## src/rtl/ym_fm_frame_mixer_if.sv

```systemverilog
// Channel-sample input bus and frame-result output bus of the FM frame mixer.
// master drives samples and frame_start, slave is the mixer.
interface ym_fm_frame_mixer_if #(
  parameter int NUM_CH = 6,
  parameter int CH_W   = 3,
  parameter int IN_W   = 9,
  parameter int OUT_W  = 12
);
  logic                     frame_start;
  logic                     ch_valid;
  logic [CH_W-1:0]          ch_index;
  logic [IN_W-1:0]          ch_sample;
  logic [1:0]               pan;
  logic signed [OUT_W-1:0]  out_l;
  logic signed [OUT_W-1:0]  out_r;
  logic                     out_valid;
  logic [NUM_CH-1:0]        ch_seen;
  logic                     sat_l;
  logic                     sat_r;
  logic                     dup_err;

  modport master (
    output frame_start, ch_valid, ch_index, ch_sample, pan,
    input  out_l, out_r, out_valid, ch_seen, sat_l, sat_r, dup_err
  );

  modport slave (
    input  frame_start, ch_valid, ch_index, ch_sample, pan,
    output out_l, out_r, out_valid, ch_seen, sat_l, sat_r, dup_err
  );
endinterface

```

## src/rtl/ym_fm_frame_mixer.sv

```systemverilog
// Per-frame panned stereo mixer of time-multiplexed FM channel samples; YM_MIXER_LADDER_EN adds ladder-DAC crossover.
// Latency: frame_start -> out_valid one cycle; one sample accepted per cycle back-to-back.
// Backpressure: none; duplicate/out-of-range samples are dropped and flagged on sticky dup_err.
module ym_fm_frame_mixer #(
  parameter int NUM_CH = 6,
  parameter int CH_W   = 3,
  parameter int IN_W   = 9,
  parameter int OUT_W  = 12
) (
  input  logic                MCLK,
  input  logic                reset,
  ym_fm_frame_mixer_if.slave  bus
);

  localparam int ACC_W = IN_W + $clog2(NUM_CH) + 1;
  localparam int EXT_W = ACC_W - IN_W - 1;
  localparam int CMP_W = ((ACC_W > OUT_W) ? ACC_W : OUT_W) + 1;

  localparam logic [0:0] ST_IDLE = 1'b0;
  localparam logic [0:0] ST_ACC  = 1'b1;

  typedef logic signed [IN_W:0]      smp_t;
  typedef logic signed [ACC_W-1:0]   acc_t;
  typedef logic signed [CMP_W-1:0]   cmp_t;
  typedef logic [NUM_CH-1:0]         mask_t;

  localparam cmp_t MAX_V = (cmp_t'(1) <<< (OUT_W - 1)) - cmp_t'(1);
  localparam cmp_t MIN_V = -(cmp_t'(1) <<< (OUT_W - 1));

  function automatic smp_t contrib(input smp_t s, input logic en);
    smp_t c;
`ifdef YM_MIXER_LADDER_EN
    // Ladder DAC: enabled side is pushed one step away from zero for s>=0, muted side leaks +/-1
    if (en) c = s[IN_W] ? s : s + smp_t'(1);
    else    c = s[IN_W] ? '1 : smp_t'(1);
`else
    c = en ? s : '0;
`endif
    return c;
  endfunction

  function automatic acc_t widen(input smp_t c);
    return {{EXT_W{c[IN_W]}}, c};
  endfunction

  // Returns {saturated, clamped value}
  function automatic logic [OUT_W:0] clamp(input acc_t a);
    cmp_t x;
    x = {{(CMP_W-ACC_W){a[ACC_W-1]}}, a};
    if (x > MAX_V)      return {1'b1, MAX_V[OUT_W-1:0]};
    else if (x < MIN_V) return {1'b1, MIN_V[OUT_W-1:0]};
    else                return {1'b0, x[OUT_W-1:0]};
  endfunction

  logic [0:0]               state_q, state_d;
  acc_t                     acc_l_q, acc_l_d, acc_r_q, acc_r_d;
  mask_t                    seen_q, seen_d;
  logic signed [OUT_W-1:0]  out_l_q, out_l_d, out_r_q, out_r_d;
  logic                     out_valid_q, out_valid_d;
  mask_t                    ch_seen_q, ch_seen_d;
  logic                     sat_l_q, sat_l_d, sat_r_q, sat_r_d;
  logic                     dup_err_q, dup_err_d;

  smp_t   s;
  acc_t   add_l, add_r;
  logic   in_range;
  mask_t  idx_oh;
  logic   is_new;

  always_comb begin
    state_d     = state_q;
    acc_l_d     = acc_l_q;
    acc_r_d     = acc_r_q;
    seen_d      = seen_q;
    out_l_d     = out_l_q;
    out_r_d     = out_r_q;
    out_valid_d = 1'b0;
    ch_seen_d   = ch_seen_q;
    sat_l_d     = sat_l_q;
    sat_r_d     = sat_r_q;
    dup_err_d   = dup_err_q;

    s        = $signed({1'b0, bus.ch_sample}) - $signed({2'b01, {(IN_W-1){1'b0}}});
    add_l    = widen(contrib(s, bus.pan[1]));
    add_r    = widen(contrib(s, bus.pan[0]));
    in_range = {1'b0, bus.ch_index} < (CH_W+1)'(NUM_CH);
    idx_oh   = mask_t'(1) << bus.ch_index;
    is_new   = (seen_q & idx_oh) == '0;

    if (bus.frame_start) begin
      state_d = ST_ACC;
      if (state_q == ST_ACC) begin
        {sat_l_d, out_l_d} = clamp(acc_l_q);
        {sat_r_d, out_r_d} = clamp(acc_r_q);
        ch_seen_d          = seen_q;
        out_valid_d        = 1'b1;
      end
      // A sample coincident with frame_start opens the new frame
      acc_l_d = '0;
      acc_r_d = '0;
      seen_d  = '0;
      if (bus.ch_valid) begin
        if (in_range) begin
          acc_l_d = add_l;
          acc_r_d = add_r;
          seen_d  = idx_oh;
        end else begin
          dup_err_d = 1'b1;
        end
      end
    end else if (state_q == ST_ACC && bus.ch_valid) begin
      if (in_range && is_new) begin
        acc_l_d = acc_l_q + add_l;
        acc_r_d = acc_r_q + add_r;
        seen_d  = seen_q | idx_oh;
      end else begin
        dup_err_d = 1'b1;
      end
    end
  end

  always_ff @(posedge MCLK) begin
    if (reset) begin
      state_q     <= ST_IDLE;
      acc_l_q     <= '0;
      acc_r_q     <= '0;
      seen_q      <= '0;
      out_l_q     <= '0;
      out_r_q     <= '0;
      out_valid_q <= 1'b0;
      ch_seen_q   <= '0;
      sat_l_q     <= 1'b0;
      sat_r_q     <= 1'b0;
      dup_err_q   <= 1'b0;
    end else begin
      state_q     <= state_d;
      acc_l_q     <= acc_l_d;
      acc_r_q     <= acc_r_d;
      seen_q      <= seen_d;
      out_l_q     <= out_l_d;
      out_r_q     <= out_r_d;
      out_valid_q <= out_valid_d;
      ch_seen_q   <= ch_seen_d;
      sat_l_q     <= sat_l_d;
      sat_r_q     <= sat_r_d;
      dup_err_q   <= dup_err_d;
    end
  end

  assign bus.out_l     = out_l_q;
  assign bus.out_r     = out_r_q;
  assign bus.out_valid = out_valid_q;
  assign bus.ch_seen   = ch_seen_q;
  assign bus.sat_l     = sat_l_q;
  assign bus.sat_r     = sat_r_q;
  assign bus.dup_err   = dup_err_q;

endmodule

```

## src/flat_wrapper.sv

```systemverilog
// flat-port wrapper written by rule: the top's interface ports become plain ports
module ym_fm_frame_mixer_flat 
#(
  parameter int NUM_CH = 6,
  parameter int CH_W   = 3,
  parameter int IN_W   = 9,
  parameter int OUT_W  = 12
)
  (MCLK, reset, bus_frame_start, bus_ch_valid, bus_ch_index, bus_ch_sample, bus_pan, bus_out_l, bus_out_r, bus_out_valid, bus_ch_seen, bus_sat_l, bus_sat_r, bus_dup_err);
  ym_fm_frame_mixer_if #(.NUM_CH(NUM_CH), .CH_W(CH_W), .IN_W(IN_W), .OUT_W(OUT_W)) bus_i ();
  input  logic MCLK;
  input  logic reset;
  input wire logic [$bits(bus_i.frame_start)-1:0] bus_frame_start;
  input wire logic [$bits(bus_i.ch_valid)-1:0] bus_ch_valid;
  input wire logic [$bits(bus_i.ch_index)-1:0] bus_ch_index;
  input wire logic [$bits(bus_i.ch_sample)-1:0] bus_ch_sample;
  input wire logic [$bits(bus_i.pan)-1:0] bus_pan;
  output wire logic [$bits(bus_i.out_l)-1:0] bus_out_l;
  output wire logic [$bits(bus_i.out_r)-1:0] bus_out_r;
  output wire logic [$bits(bus_i.out_valid)-1:0] bus_out_valid;
  output wire logic [$bits(bus_i.ch_seen)-1:0] bus_ch_seen;
  output wire logic [$bits(bus_i.sat_l)-1:0] bus_sat_l;
  output wire logic [$bits(bus_i.sat_r)-1:0] bus_sat_r;
  output wire logic [$bits(bus_i.dup_err)-1:0] bus_dup_err;
  assign bus_i.frame_start = bus_frame_start;
  assign bus_i.ch_valid = bus_ch_valid;
  assign bus_i.ch_index = bus_ch_index;
  assign bus_i.ch_sample = bus_ch_sample;
  assign bus_i.pan = bus_pan;
  assign bus_out_l = bus_i.out_l;
  assign bus_out_r = bus_i.out_r;
  assign bus_out_valid = bus_i.out_valid;
  assign bus_ch_seen = bus_i.ch_seen;
  assign bus_sat_l = bus_i.sat_l;
  assign bus_sat_r = bus_i.sat_r;
  assign bus_dup_err = bus_i.dup_err;
  ym_fm_frame_mixer #(.NUM_CH(NUM_CH), .CH_W(CH_W), .IN_W(IN_W), .OUT_W(OUT_W)) u_core (.MCLK(MCLK), .reset(reset), .bus(bus_i));
endmodule
```

## config.mk

```make
export PLATFORM = sky130hd
export DESIGN_NAME = ym_fm_frame_mixer_flat
export DESIGN_NICKNAME = d
export VERILOG_FILES = /design/src/rtl/ym_fm_frame_mixer_if.sv /design/src/rtl/ym_fm_frame_mixer.sv /design/src/flat_wrapper.sv
export SDC_FILE = /design/constraint.sdc
export NUM_CORES = 1
export LEC_CHECK = 0
export ABC_AREA = 1
export BUFFER_PORTS_ARGS = -buffer_cell sky130_fd_sc_hd__buf_2
export CORE_MARGIN = 3
export CORE_UTILIZATION = 55
export CTS_CLUSTER_DIAMETER = 40
export DETAILED_ROUTE_END_ITERATION = 7
export PLACE_DENSITY_LB_ADDON = 0.08
export SYNTH_ARGS = -nofsm -noshare
export SYNTH_HDL_FRONTEND = slang
export SYNTH_SLANG_ARGS = --single-unit
export TNS_END_PERCENT = 10
```

## constraint.sdc

```tcl
create_clock -name MCLK -period 3.7 [get_ports MCLK]
set_input_delay 0.185 -clock MCLK [delete_from_list [all_inputs] [get_ports MCLK]]
set_output_delay 0.185 -clock MCLK [all_outputs]
set_load 0.01 [all_outputs]
```

==> impl_results.md, run 1 <==
- Status: complete, no violations
- Nets: 801
- CP required: 3.99 ns
- I/O pin total: 52
- Clk sinks: 67
- CP arrival: 2.26 ns
- Die area: 9006 um^2
- Avg Cell Area, Syn: 5.842 um^2
- Detail Route met2 WL: 6021 um
- Post-DP HPWL: 9068 um
- Post-route DRC violation count: 0
- Critical Path Most Common Cell: nand2_1
- Synth cell types: 28
- Final Hold Vio Count: 0
- Layout cells sized above 1: 10.59%
- R2r setup slk: 1.73 ns
- # setup viols final: 0
- MaxCap Viol Count: 0
- CP Launch Type: flip-flop
- Cells on worst reg2reg path: 8
- Post-synthesis register bit count: 67
- Reg2Reg Launch Point: u_core.seen_q[3]$_SDFFE_PP0P_
- RSZ-0062 raised after global routing: no
- Slew HR: 22.50%
- R2r endpoint: u_core.seen_q[0]$_SDFFE_PP0P_
- Gr ovfl total: 0
- Post-synthesis sequential area ratio: 30.86%
- Fin cells: 883
- Pre-Repair DR Iteration Count: 5
- Synthesized area: 4347 um^2
- Gr usage total: 28.82%
- Skew final: 0.01310 ns
- Largest buffer count on any clock path: 2
- Global-route wire length before repair: 20290 um
- Post-route setup TNS: 0 ns
- Layout area overhead: 10.07%
- Starting Density: 58.37%
- Cells after Synth: 744
- Worst Max-Slew Pin Slew: 1.161 ns
- Via count: 4863
- Clk_lat worst skew: 0.36 ns
- Slew Limit Fails: 0
- PostCTS Resize Cnt: 0
- DRT met1 WL: 5488 um
- Routed Antenna Nets: 0
- Count of input and output buffers: 51
- CTS clk-pin slew, worst paths: 0.09 ns
- Worst VDD drop: 0.0002530 V
- Total CTS buffers: 9
- Routed WL: 12500 um
- CP top delay family: simple AND/OR/NAND/NOR gates
- H-tree Lvls: 3
- Initial drt markers: 238
- Area of the core: 7447 um^2
- Crit-path max FO: 44
- Synth top area share: 30.86%
- CP endpoint kind: flip-flop
- Die Span Y: 94.90 um
- Min-Delay Path Depth: 4
- WHS Endpoint: u_core.seen_q[2]$_SDFFE_PP0P_
- DR WL met3: 579 um
- PwrDens: 384.4 nW/um^2
- Largest net degree at the start of global routing: 45
- Ant. Diodes: 0
- Ranking of synthesized cells by area: dfxtp_1 (31%), nand2_1 (22%), nand3_1 (10%)
- TritonCTS clock tree: done
- Root buffer cell: clkbuf_8
- Vias in the first global route: 4400
- WL/cell: 14.16 um
- Worst path buffer plus inverter count: 1
- Std-Cell Rows: 31
- Avg Vias per Cell: 5.507
- Min-Delay Startpoint: bus_ch_index[0]
- Ratio of final minimum period to clock period: 53.32%
- Hold Path Class: input port to flip-flop
- Syn Nets: 766
- Final min period: 1.973 ns
- Initial antenna violation count: 0
- Yosys warns: 0
- Worst path slowest cell: or2_2
- Placed insts: 867
- Fmax: 506.9 MHz
- Crit Path Class: flip-flop to flip-flop
- CP max stage delay: 0.52 ns
- Die X: 94.90 um
- Gp weighted congestion: 0.8924
- Crit-path cells: inv_1 -> o22ai_1 -> nor2_1 -> nand2_1 -> nand2_1 -> nand2_2 -> or2_2 -> a21oi_1
- Top routing layer used: met4
- Cell taking the most area after synthesis: dfxtp_1
- Cts hold-fix bufs: 0
- Leakage: 2.486 nW
- Post-CTS setup buffer count: 0
## synthesized netlist by cell type
cell type and number:
nand2_1 258, nand3_1 87, inv_1 73, a21oi_1 72, dfxtp_1 67, nor2_1 61, o21ai_0 58, clkbuf_1 16
nand4_1 8, buf_2 6, or2_2 5, buf_6 4, ha_1 4, buf_4 3, a211oi_1 2, a41o_1 2
inv_2 2, nand2_2 2, nor2_2 2, o211ai_1 2, o22ai_1 2, xor2_1 2, a21boi_1 1, a21oi_2 1
clkinv_1 1, nand3_2 1, nor3_2 1, or2_1 1
## flip-flops by register name, indices dropped and copies added, names as in the netlist, 6 cells and up
register and count:
u_core.acc_l_q 13, u_core.acc_r_q 13, u_core.bus.ch_seen 6, u_core.bus.out_l 12, u_core.bus.out_r 12, u_core.seen_q 6
## stage by stage
stage          setup WS, ns  hold slack [ns]  util, %  total power [W]  cell area [um^2]
6_report              1.727           0.2054    64.25         0.001839              4785
2_1_floorplan         1.959           0.3615        -         0.001099              4347
4_1_cts               1.766           0.1882    64.25         0.001842              4785
3_3_place_gp          1.679           0.4374    61.54         0.001193              4583
3_5_place_dp          1.610           0.4530    61.54         0.001203              4583
5_1_grt               1.516           0.2114    64.25         0.001943              4785
## worst max path at each step
stage / from / end / slack, ns / depth (start not counted)
global placement: bus_ch_index[1] / u_core.acc_r_q[3]$_SDFFE_PP0P_ / 1.68 / 11
global route: u_core.seen_q[3]$_SDFFE_PP0P_ / u_core.acc_l_q[4]$_SDFFE_PP0P_ / 1.52 / 9
finish: u_core.seen_q[3]$_SDFFE_PP0P_ / u_core.seen_q[0]$_SDFFE_PP0P_ / 1.73 / 8
detailed placement: bus_ch_index[1] / u_core.acc_l_q[0]$_SDFFE_PP0P_ / 1.61 / 11
CTS: u_core.seen_q[3]$_SDFFE_PP0P_ / u_core.seen_q[0]$_SDFFE_PP0P_ / 1.77 / 8
floorplan: bus_pan[1] / u_core.acc_l_q[8]$_SDFFE_PP0P_ / 1.96 / 15
## report_power, final
group / internal (W) / switching, W / leakage (nW)
logic: 0.000123 / 0.000266 / 1.83
registers: 0.000765 / 0.0000399 / 0.548
clock network: 0.000317 / 0.000329 / 0.105
## tightest hold or removal path, stage by stage
cell	delay [ns]
buf_2	0.13
nor3_2	0.07
nand2_1	0.07
a21oi_1	0.07
## per-layer routing
| layer | global-route usage (%) | vias to the layer above |
|---|---|---|
| li1 | - | 2490 |
| met3 | 5.498 | 31 |
| met2 | 49.62 | 122 |
| met4 | 12.26 | 0 |
| met5 | 0 | - |
| met1 | 34.91 | 2220 |
## cells in the final DEF (no fill, tap or decap), drive strengths merged
| cell type | netlist | final |
|---|---|---|
| nor3 | 1 | 1 |
| o21ai | 58 | 58 |
| or2 | 6 | 6 |
| xor2 | 2 | 2 |
| dfxtp | 67 | 67 |
| o211ai | 2 | 2 |
| clkinv | 1 | 6 |
| ha | 4 | 4 |
| a41o | 2 | 2 |
| nand2 | 260 | 260 |
| clkbuf | 16 | 9 |
| a21boi | 1 | 1 |
| a211oi | 2 | 2 |
| o22ai | 2 | 2 |
| bufinv | 0 | 1 |
| nor2 | 63 | 63 |
| buf | 13 | 53 |
| inv | 75 | 76 |
| nand3 | 88 | 88 |
| a21oi | 73 | 73 |
| nand4 | 8 | 8 |
## cell families (layout without fill, tap and decap cells)
kind of cell	count (synthesis)	in the layout	share of synthesized area [%]
AO/OA/AOI/OAI	140	140	16.78
XOR/XNOR	2	2	0.4031
adder cells (fa/ha/maj)	4	4	1.151
buffers and inverters	105	145	10.19
flip-flops	67	67	30.86
AND/OR/NAND/NOR	426	426	40.62
## layout make-up
type / instances / area (um^2)
Fill cell: 744 / 2663
Multi-Input combinational cell: 572 / 2562
Sequential cell: 67 / 1341
Inverter: 76 / 285.3
Timing Repair Buffer: 53 / 270.3
Clock buffer: 9 / 123.9
Tap cell: 99 / 123.9
Clock inverter: 7 / 77.57
(Power assumes the default switching activity.)
==> run 2: changes to the inputs <==
- CORE_UTILIZATION: 55 -> 53
- clock period: 3.7 -> 1.8 ns (I/O delays scaled with it)
==> impl_results.md, run 2 (synthesis gave the netlist of run 1 again) <==
- Initial antenna violation count: 0 (unchanged)
- Crit-path max FO: 4 (was 44)
- PwrDens: 772.9 nW/um^2 (was 384.4 nW/um^2)
- Via count: 4853 (was 4863)
- Final core occ: 63.03% (was 64.25%)
- CP arrival: 1.89 ns (was 2.26 ns)
- Cells on worst reg2reg path: 13 (was 8)
- Vias in the first global route: 4328 (was 4400)
- Die Span Y: 96.56 um (was 94.90 um)
- Avg Vias per Cell: 5.392 (was 5.507)
- Min-Delay Startpoint: bus_ch_index[0] (unchanged)
- Largest buffer count on any clock path: 2 (unchanged)
- Final min period: 1.610 ns (was 1.973 ns)
- Global-route wire length before repair: 19710 um (was 20290 um)
- Routed WL: 12220 um (was 12500 um)
- MaxCap Viol Count: 0 (unchanged)
- Hold Path Class: input port to flip-flop (unchanged)
- Post-CTS setup buffer count: 0 (unchanged)
- Final Hold Vio Count: 0 (unchanged)
- PostCTS Resize Cnt: 0 (unchanged)
- CTS clk-pin slew, worst paths: 0.09 ns (about the same)
- Status: complete, no violations (unchanged)
- Reg2Reg Launch Point: u_core.acc_r_q[1]$_SDFFE_PP0P_ (was u_core.seen_q[3]$_SDFFE_PP0P_)
- Initial drt markers: 312 (was 238)
- Layout area overhead: 13.79% (was 10.07%)
- Ant. Diodes: 0 (unchanged)
- Routed Antenna Nets: 0 (unchanged)
- Post-route DRC violation count: 0 (unchanged)
- Clk_lat worst skew: 0.34 ns (was 0.36 ns)
- Root buffer cell: clkbuf_8 (unchanged)
- Layout cells sized above 1: 13.16% (was 10.59%)
- R2r endpoint: u_core.acc_r_q[6]$_SDFFE_PP0P_ (was u_core.seen_q[0]$_SDFFE_PP0P_)
- Nets: 815 (was 801)
- Gp weighted congestion: 0.9149 (was 0.8924)
- Crit Path Class: flip-flop to flip-flop (unchanged)
- Die area: 9324 um^2 (was 9006 um^2)
- Fillcell total: 783 (was 744)
- H-tree Lvls: 3 (unchanged)
- Total CTS buffers: 9 (unchanged)
- Die X: 96.56 um (was 94.90 um)
- Hold WS: 0.09997 ns (was 0.2054 ns)
- CP required: 2.08 ns (was 3.99 ns)
- Worst VDD drop: 0.0007202 V (was 0.0002530 V)
- Gr usage total: 27.12% (was 28.82%)
- Count of input and output buffers: 51 (unchanged)
- I/O pin total: 52 (unchanged)
- Worst Max-Slew Pin Slew: 0.6453 ns (was 1.161 ns)
- Fmax: 620.9 MHz (was 506.9 MHz)
- Area of the core: 7848 um^2 (was 7447 um^2)
- Leakage: 2.557 nW (was 2.486 nW)
- Largest regs: u_core.acc_l_q x13, u_core.acc_r_q x13 (unchanged)
- TritonCTS clock tree: done (unchanged)
- Skew final: 0.01376 ns (was 0.01310 ns)
- Slew HR: 56.93% (was 22.50%)
- Std-Cell Rows: 32 (was 31)
- Clk sinks: 67 (unchanged)
- WHS Endpoint: u_core.seen_q[2]$_SDFFE_PP0P_ (unchanged)
- RSZ-0062 raised after global routing: no (unchanged)
- Commonest non-fill, non-tap cell in the layout: nand2_1 (unchanged)
- Commonest non-fill, non-tap cells in the layout: nand2_1 (256), nand3_1 (86), inv_1 (73) (was nand2_1 (258), nand3_1 (87), inv_1 (73))
- Power Total: 0.003823 W (was 0.001839 W)
- WL/cell: 13.58 um (was 14.16 um)
- Min-Delay Path Depth: 4 (unchanged)
- Slew Limit Fails: 0 (unchanged)
- CP Launch Type: flip-flop (unchanged)
- Pre-Repair DR Iteration Count: 4 (was 5)
- Ratio of final minimum period to clock period: 89.47% (was 53.32%)
- Dpl cell area: 4717 um^2 (was 4583 um^2)
- Largest net degree at the start of global routing: 40 (was 45)
- Post-route setup TNS: 0 ns (unchanged)
- Gr ovfl total: 0 (unchanged)
- Non-Filler Cell Area, Final: 4946 um^2 (was 4785 um^2)
- Cts hold-fix bufs: 0 (unchanged)
- Starting Density: 55.39% (was 58.37%)
- # setup viols final: 0 (unchanged)
- R2r setup slk: 0.19 ns (was 1.73 ns)
- Post-DP HPWL: 9213 um (was 9068 um)
- CP endpoint kind: flip-flop (unchanged)
==> run 2: changes by cell type in the layout (fill, tap and decap cells not counted), sizes merged <==
cell / before / now
buf: 53 / 67
clkinv: 6 / 1
inv: 76 / 79
clkinvlp: 0 / 2
==> run 2: critical path, cell delays in order (launching register included) <==
cell and delay, ns:
dfxtp_2 0.35, inv_1 0.06, nand3_1 0.07, nand2_1 0.07, ha_1 0.19, inv_1 0.05, nand2_1 0.09, nand3_1 0.13
nand2_2 0.09, nand2_1 0.13, nand2_1 0.07, nand2_1 0.06, nand3_1 0.07, a21oi_1 0.14
==> run 2: how the worst max path moves through the flow <==
stage                              startpoint                              end  slack, ns  cells after the start
2_1_floorplan                      bus_pan[1]   u_core.acc_l_q[8]$_SDFFE_PP0P_       0.15                     15
3_3_place_gp                       bus_pan[1]   u_core.acc_l_q[4]$_SDFFE_PP0P_       0.15                     14
3_5_place_dp                       bus_pan[1]   u_core.acc_l_q[8]$_SDFFE_PP0P_       0.12                     14
4_1_cts        u_core.acc_l_q[1]$_SDFFE_PP0P_   u_core.acc_l_q[8]$_SDFFE_PP0P_       0.08                     13
5_1_grt        u_core.acc_l_q[1]$_SDFFE_PP0P_  u_core.acc_l_q[12]$_SDFFE_PP0P_       0.01                     13
6_report       u_core.acc_r_q[1]$_SDFFE_PP0P_   u_core.acc_r_q[6]$_SDFFE_PP0P_       0.19                     13
==> run 2: power by group <==
part,switching [W],internal (W),total [W]
Clock,0.000673,0.000664,0.00134
Combinational,0.000551,0.000281,0.000831
Sequential,0.0000799,0.00157,0.00165
==> run 2: final cells by class <==
cell class | count | area [um^2] | share of cell area, %
Tap cell | 102 | 127.6 | 2.580
Clock buffer | 9 | 123.9 | 2.504
Timing Repair Buffer | 67 | 400.4 | 8.095
Inverter | 76 | 285.3 | 5.768
Multi-Input combinational cell | 572 | 2582 | 52.21
Sequential cell | 67 | 1344 | 27.17
Clock inverter | 7 | 82.58 | 1.670
==> run 2: metrics by stage <==
step / std cells / worst slack [ns]
3_3_place_gp: 884 / 0.1525
5_1_grt: 900 / 0.01289
4_1_cts: 900 / 0.07596
2_1_floorplan: 744 / 0.1535
3_5_place_dp: 884 / 0.1185
6_report: 900 / 0.1895
==> run 2: per-layer routing <==
| metal | part of all wire (%) | wire length [um] | vias to the layer above | track usage, % |
|---|---|---|---|---|
| li1 | - | - | 2512 | - |
| met5 | 0 | 0 | - | 0 |
| met3 | 3.9 | 475 | 31 | 4.338 |
| met2 | 48 | 5892 | 123 | 46.84 |
| met1 | 45 | 5513 | 2187 | 34.40 |
| met4 | 2.8 | 342 | 0 | 8.879 |
==> run 3: changes to the inputs <==
- GPL_TIMING_DRIVEN: unset -> 0
==> impl_results.md, run 3 (synthesis gave the netlist of run 1 again) <==
- Final core occ: 62.93% (was 63.03%)
- WL/cell: 15.07 um (was 13.58 um)
- Post-CTS setup buffer count: 0 (unchanged)
- CTS clk-pin slew, worst paths: 0.08 ns (was 0.09 ns)
- Fillcell total: 806 (was 783)
- Std-Cell Rows: 32 (unchanged)
- Combinational share of power: 22.5% (was 21.7%)
- Fmax: 591.0 MHz (was 620.9 MHz)
- Routed WL: 13720 um (was 12220 um)
- Placed insts: 894 (was 884)
- CP endpoint kind: flip-flop (unchanged)
- Slew Limit Fails: 0 (unchanged)
- Ant. Diodes: 0 (unchanged)
- Layout cells sized above 1: 12.25% (was 13.16%)
- Switching share of total power: 33.90% (was 34.09%)
- Worst VDD drop: 0.0005589 V (was 0.0007202 V)
- Starting Density: 55.39% (unchanged)
- Crit Path Class: flip-flop to flip-flop (unchanged)
- Clock network fraction of design power: 34.1% (was 35.0%)
- Post-route DRC violation count: 0 (unchanged)
- Slew HR: 53.74% (was 56.93%)
- Initial antenna violation count: 0 (unchanged)
- Power Total: 0.003815 W (was 0.003823 W)
- Routed Antenna Nets: 0 (unchanged)
- Largest net degree at the start of global routing: 12 (was 40)
- Fin cells: 910 (was 900)
- Die X: 96.56 um (unchanged)
- Setup WS pre-CTS: -0.1005 ns (was 0.1185 ns)
- Die area: 9324 um^2 (unchanged)
- Commonest non-fill, non-tap cells in the layout: nand2_1 (255), nand3_1 (85), inv_1 (73) (was nand2_1 (256), nand3_1 (86), inv_1 (73))
- Hold Path Class: input port to flip-flop (unchanged)
- Commonest non-fill, non-tap cell in the layout: nand2_1 (unchanged)
- CP max stage delay: 0.35 ns (about the same)
- Die Span Y: 96.56 um (unchanged)
- Largest buffer count on any clock path: 2 (unchanged)
- Nets: 825 (was 815)
- Final worst slack: 0.1078 ns (was 0.1895 ns)
- Clk_lat worst skew: 0.35 ns (was 0.34 ns)
- Worst path slowest cell: dfxtp_1 (was dfxtp_2)
- Clk sinks: 67 (unchanged)
- Leakage: 2.543 nW (was 2.557 nW)
- Cts hold-fix bufs: 0 (unchanged)
- Status: complete, no violations (unchanged)
- Final Hold Vio Count: 0 (unchanged)
- Crit-path max FO: 4 (unchanged)
- CP arrival: 1.96 ns (was 1.89 ns)
- Gr usage total: 29.57% (was 27.12%)
- TritonCTS clock tree: done (unchanged)
- PwrDens: 772.4 nW/um^2 (was 772.9 nW/um^2)
- Internal power: 0.002521 W (was 0.002519 W)
- Initial drt markers: 356 (was 312)
- RSZ-0062 raised after global routing: no (unchanged)
- Ratio of final minimum period to clock period: 94.01% (was 89.47%)
- Root buffer cell: clkbuf_8 (unchanged)
- CP Launch Type: flip-flop (unchanged)
- Pre-Repair DR Iteration Count: 6 (was 4)
- Crit-path cells: ha_1 -> ha_1 -> inv_1 -> nand2_2 -> nand3_2 -> nand2_2 -> a21oi_2 -> inv_1 -> nand2_1 -> nand3_1 -> a21oi_1 (was inv_1 -> nand3_1 -> nand2_1 -> ha_1 -> inv_1 -> nand2_1 -> nand3_1 -> nand2_2 -> nand2_1 -> nand2_1 -> nand2_1 -> nand3_1 -> a21oi_1)
- Area of the core: 7848 um^2 (unchanged)
- # setup viols final: 0 (unchanged)
- Seq pwr share: 43.4% (was 43.3%)
- Via count: 5010 (was 4853)
- Avg Vias per Cell: 5.505 (was 5.392)
- Total net switching power: 0.001293 W (was 0.001303 W)
- Worst Max-Slew Pin Slew: 0.6939 ns (was 0.6453 ns)
- Final min period: 1.692 ns (was 1.610 ns)
- I/O pin total: 52 (unchanged)
- Vias in the first global route: 4538 (was 4328)
- Gr ovfl total: 0 (unchanged)
- Post-DP HPWL: 10460 um (was 9213 um)
- Global-route wire length before repair: 21130 um (was 19710 um)
- MaxCap Viol Count: 0 (unchanged)
- Gp weighted congestion: 0.9284 (was 0.9149)
- H-tree Lvls: 3 (unchanged)
- Skew final: 0.01045 ns (was 0.01376 ns)
- Total CTS buffers: 9 (unchanged)
- CP required: 2.07 ns (was 2.08 ns)
- Post-route setup TNS: 0 ns (unchanged)
- Largest regs: u_core.acc_l_q x13, u_core.acc_r_q x13 (unchanged)
- Count of input and output buffers: 48 (was 51)
- Layout area overhead: 13.62% (was 13.79%)
-- run 3: changes by cell type in the layout (fill, tap and decap cells not counted), moves of 2 or more --
cell      change
buf_6         +4
buf_2         +3
clkbuf_1     +17
buf_4        -11
buf_12        -2
clkinv_2      +3
inv_6         -3
-- run 3: per-layer routing --
layer	routed length (um)	part of all wire [%]	vias to the layer above	GRT usage, %
met4	405	3.0	0	12.50
met5	0	0	-	0
met3	819	6.0	35	3.098
met1	5971	44	2276	37.76
met2	6522	48	170	50.57
li1	-	-	2529	-
-- run 3: power groups by stage --
stage	combinational (W)	sequential [W]	clock [W]
2_1_floorplan	0.000583	0.00168	0
3_3_place_gp	0.000814	0.00168	0
3_5_place_dp	0.000836	0.00169	0
4_1_cts	0.000840	0.00165	0.00131
5_1_grt	0.000967	0.00166	0.00136
6_report	0.000860	0.00166	0.00130
-- run 3: path summary, 6_finish.rpt --
kind / to / slack, ns / depth (start not counted) / from
max: u_core.acc_l_q[8]$_SDFFE_PP0P_ / 0.11 / 11 / u_core.acc_l_q[0]$_SDFFE_PP0P_
min: u_core.bus.out_l[11]$_SDFFE_PP0P_ / 0.09 / 2 / reset
max reg2reg: u_core.acc_l_q[8]$_SDFFE_PP0P_ / 0.11 / 11 / u_core.acc_l_q[0]$_SDFFE_PP0P_
min reg2reg: u_core.bus.dup_err$_SDFFE_PP0P_ / 0.45 / 2 / u_core.bus.dup_err$_SDFFE_PP0P_
-- run 3: cell type report --
type	count	area [um^2]	share of cell area, %
multi-input cells	572	2587	52.39
flip-flops and latches	67	1346	27.26
inverters	76	285.3	5.777
repair buffers	48	240.2	4.864
plain buffers	29	157.7	3.192
clock buffers	11	141.4	2.863
well taps	102	127.6	2.584
clock inverters	5	52.55	1.064
-- run 3: through the flow --
| step | hold slack (ns) | instance area, um^2 |
|---|---|---|
| 5_1_grt | 0.1206 | 4938 |
| 3_5_place_dp | 0.4391 | 4715 |
| 3_3_place_gp | 0.4331 | 4715 |
| 6_report | 0.08925 | 4938 |
| 2_1_floorplan | 0.2665 | 4347 |
| 4_1_cts | 0.07615 | 4910 |
-- run 3: worst max-delay path: cells and delay by family, from the launching register on --
kind	cells	cell delay, ns
simple gates	5	0.40
compound gates	2	0.32
flops	1	0.35
buf+inv	2	0.11
fa+ha+maj	2	0.44
-- run 3: timing repair --
action / CTS / global route
hold endpoints to repair: 0 / 0
pin swaps: 0 / 2
resized for setup: 1 / 9
setup endpoints to repair: 1 / 8
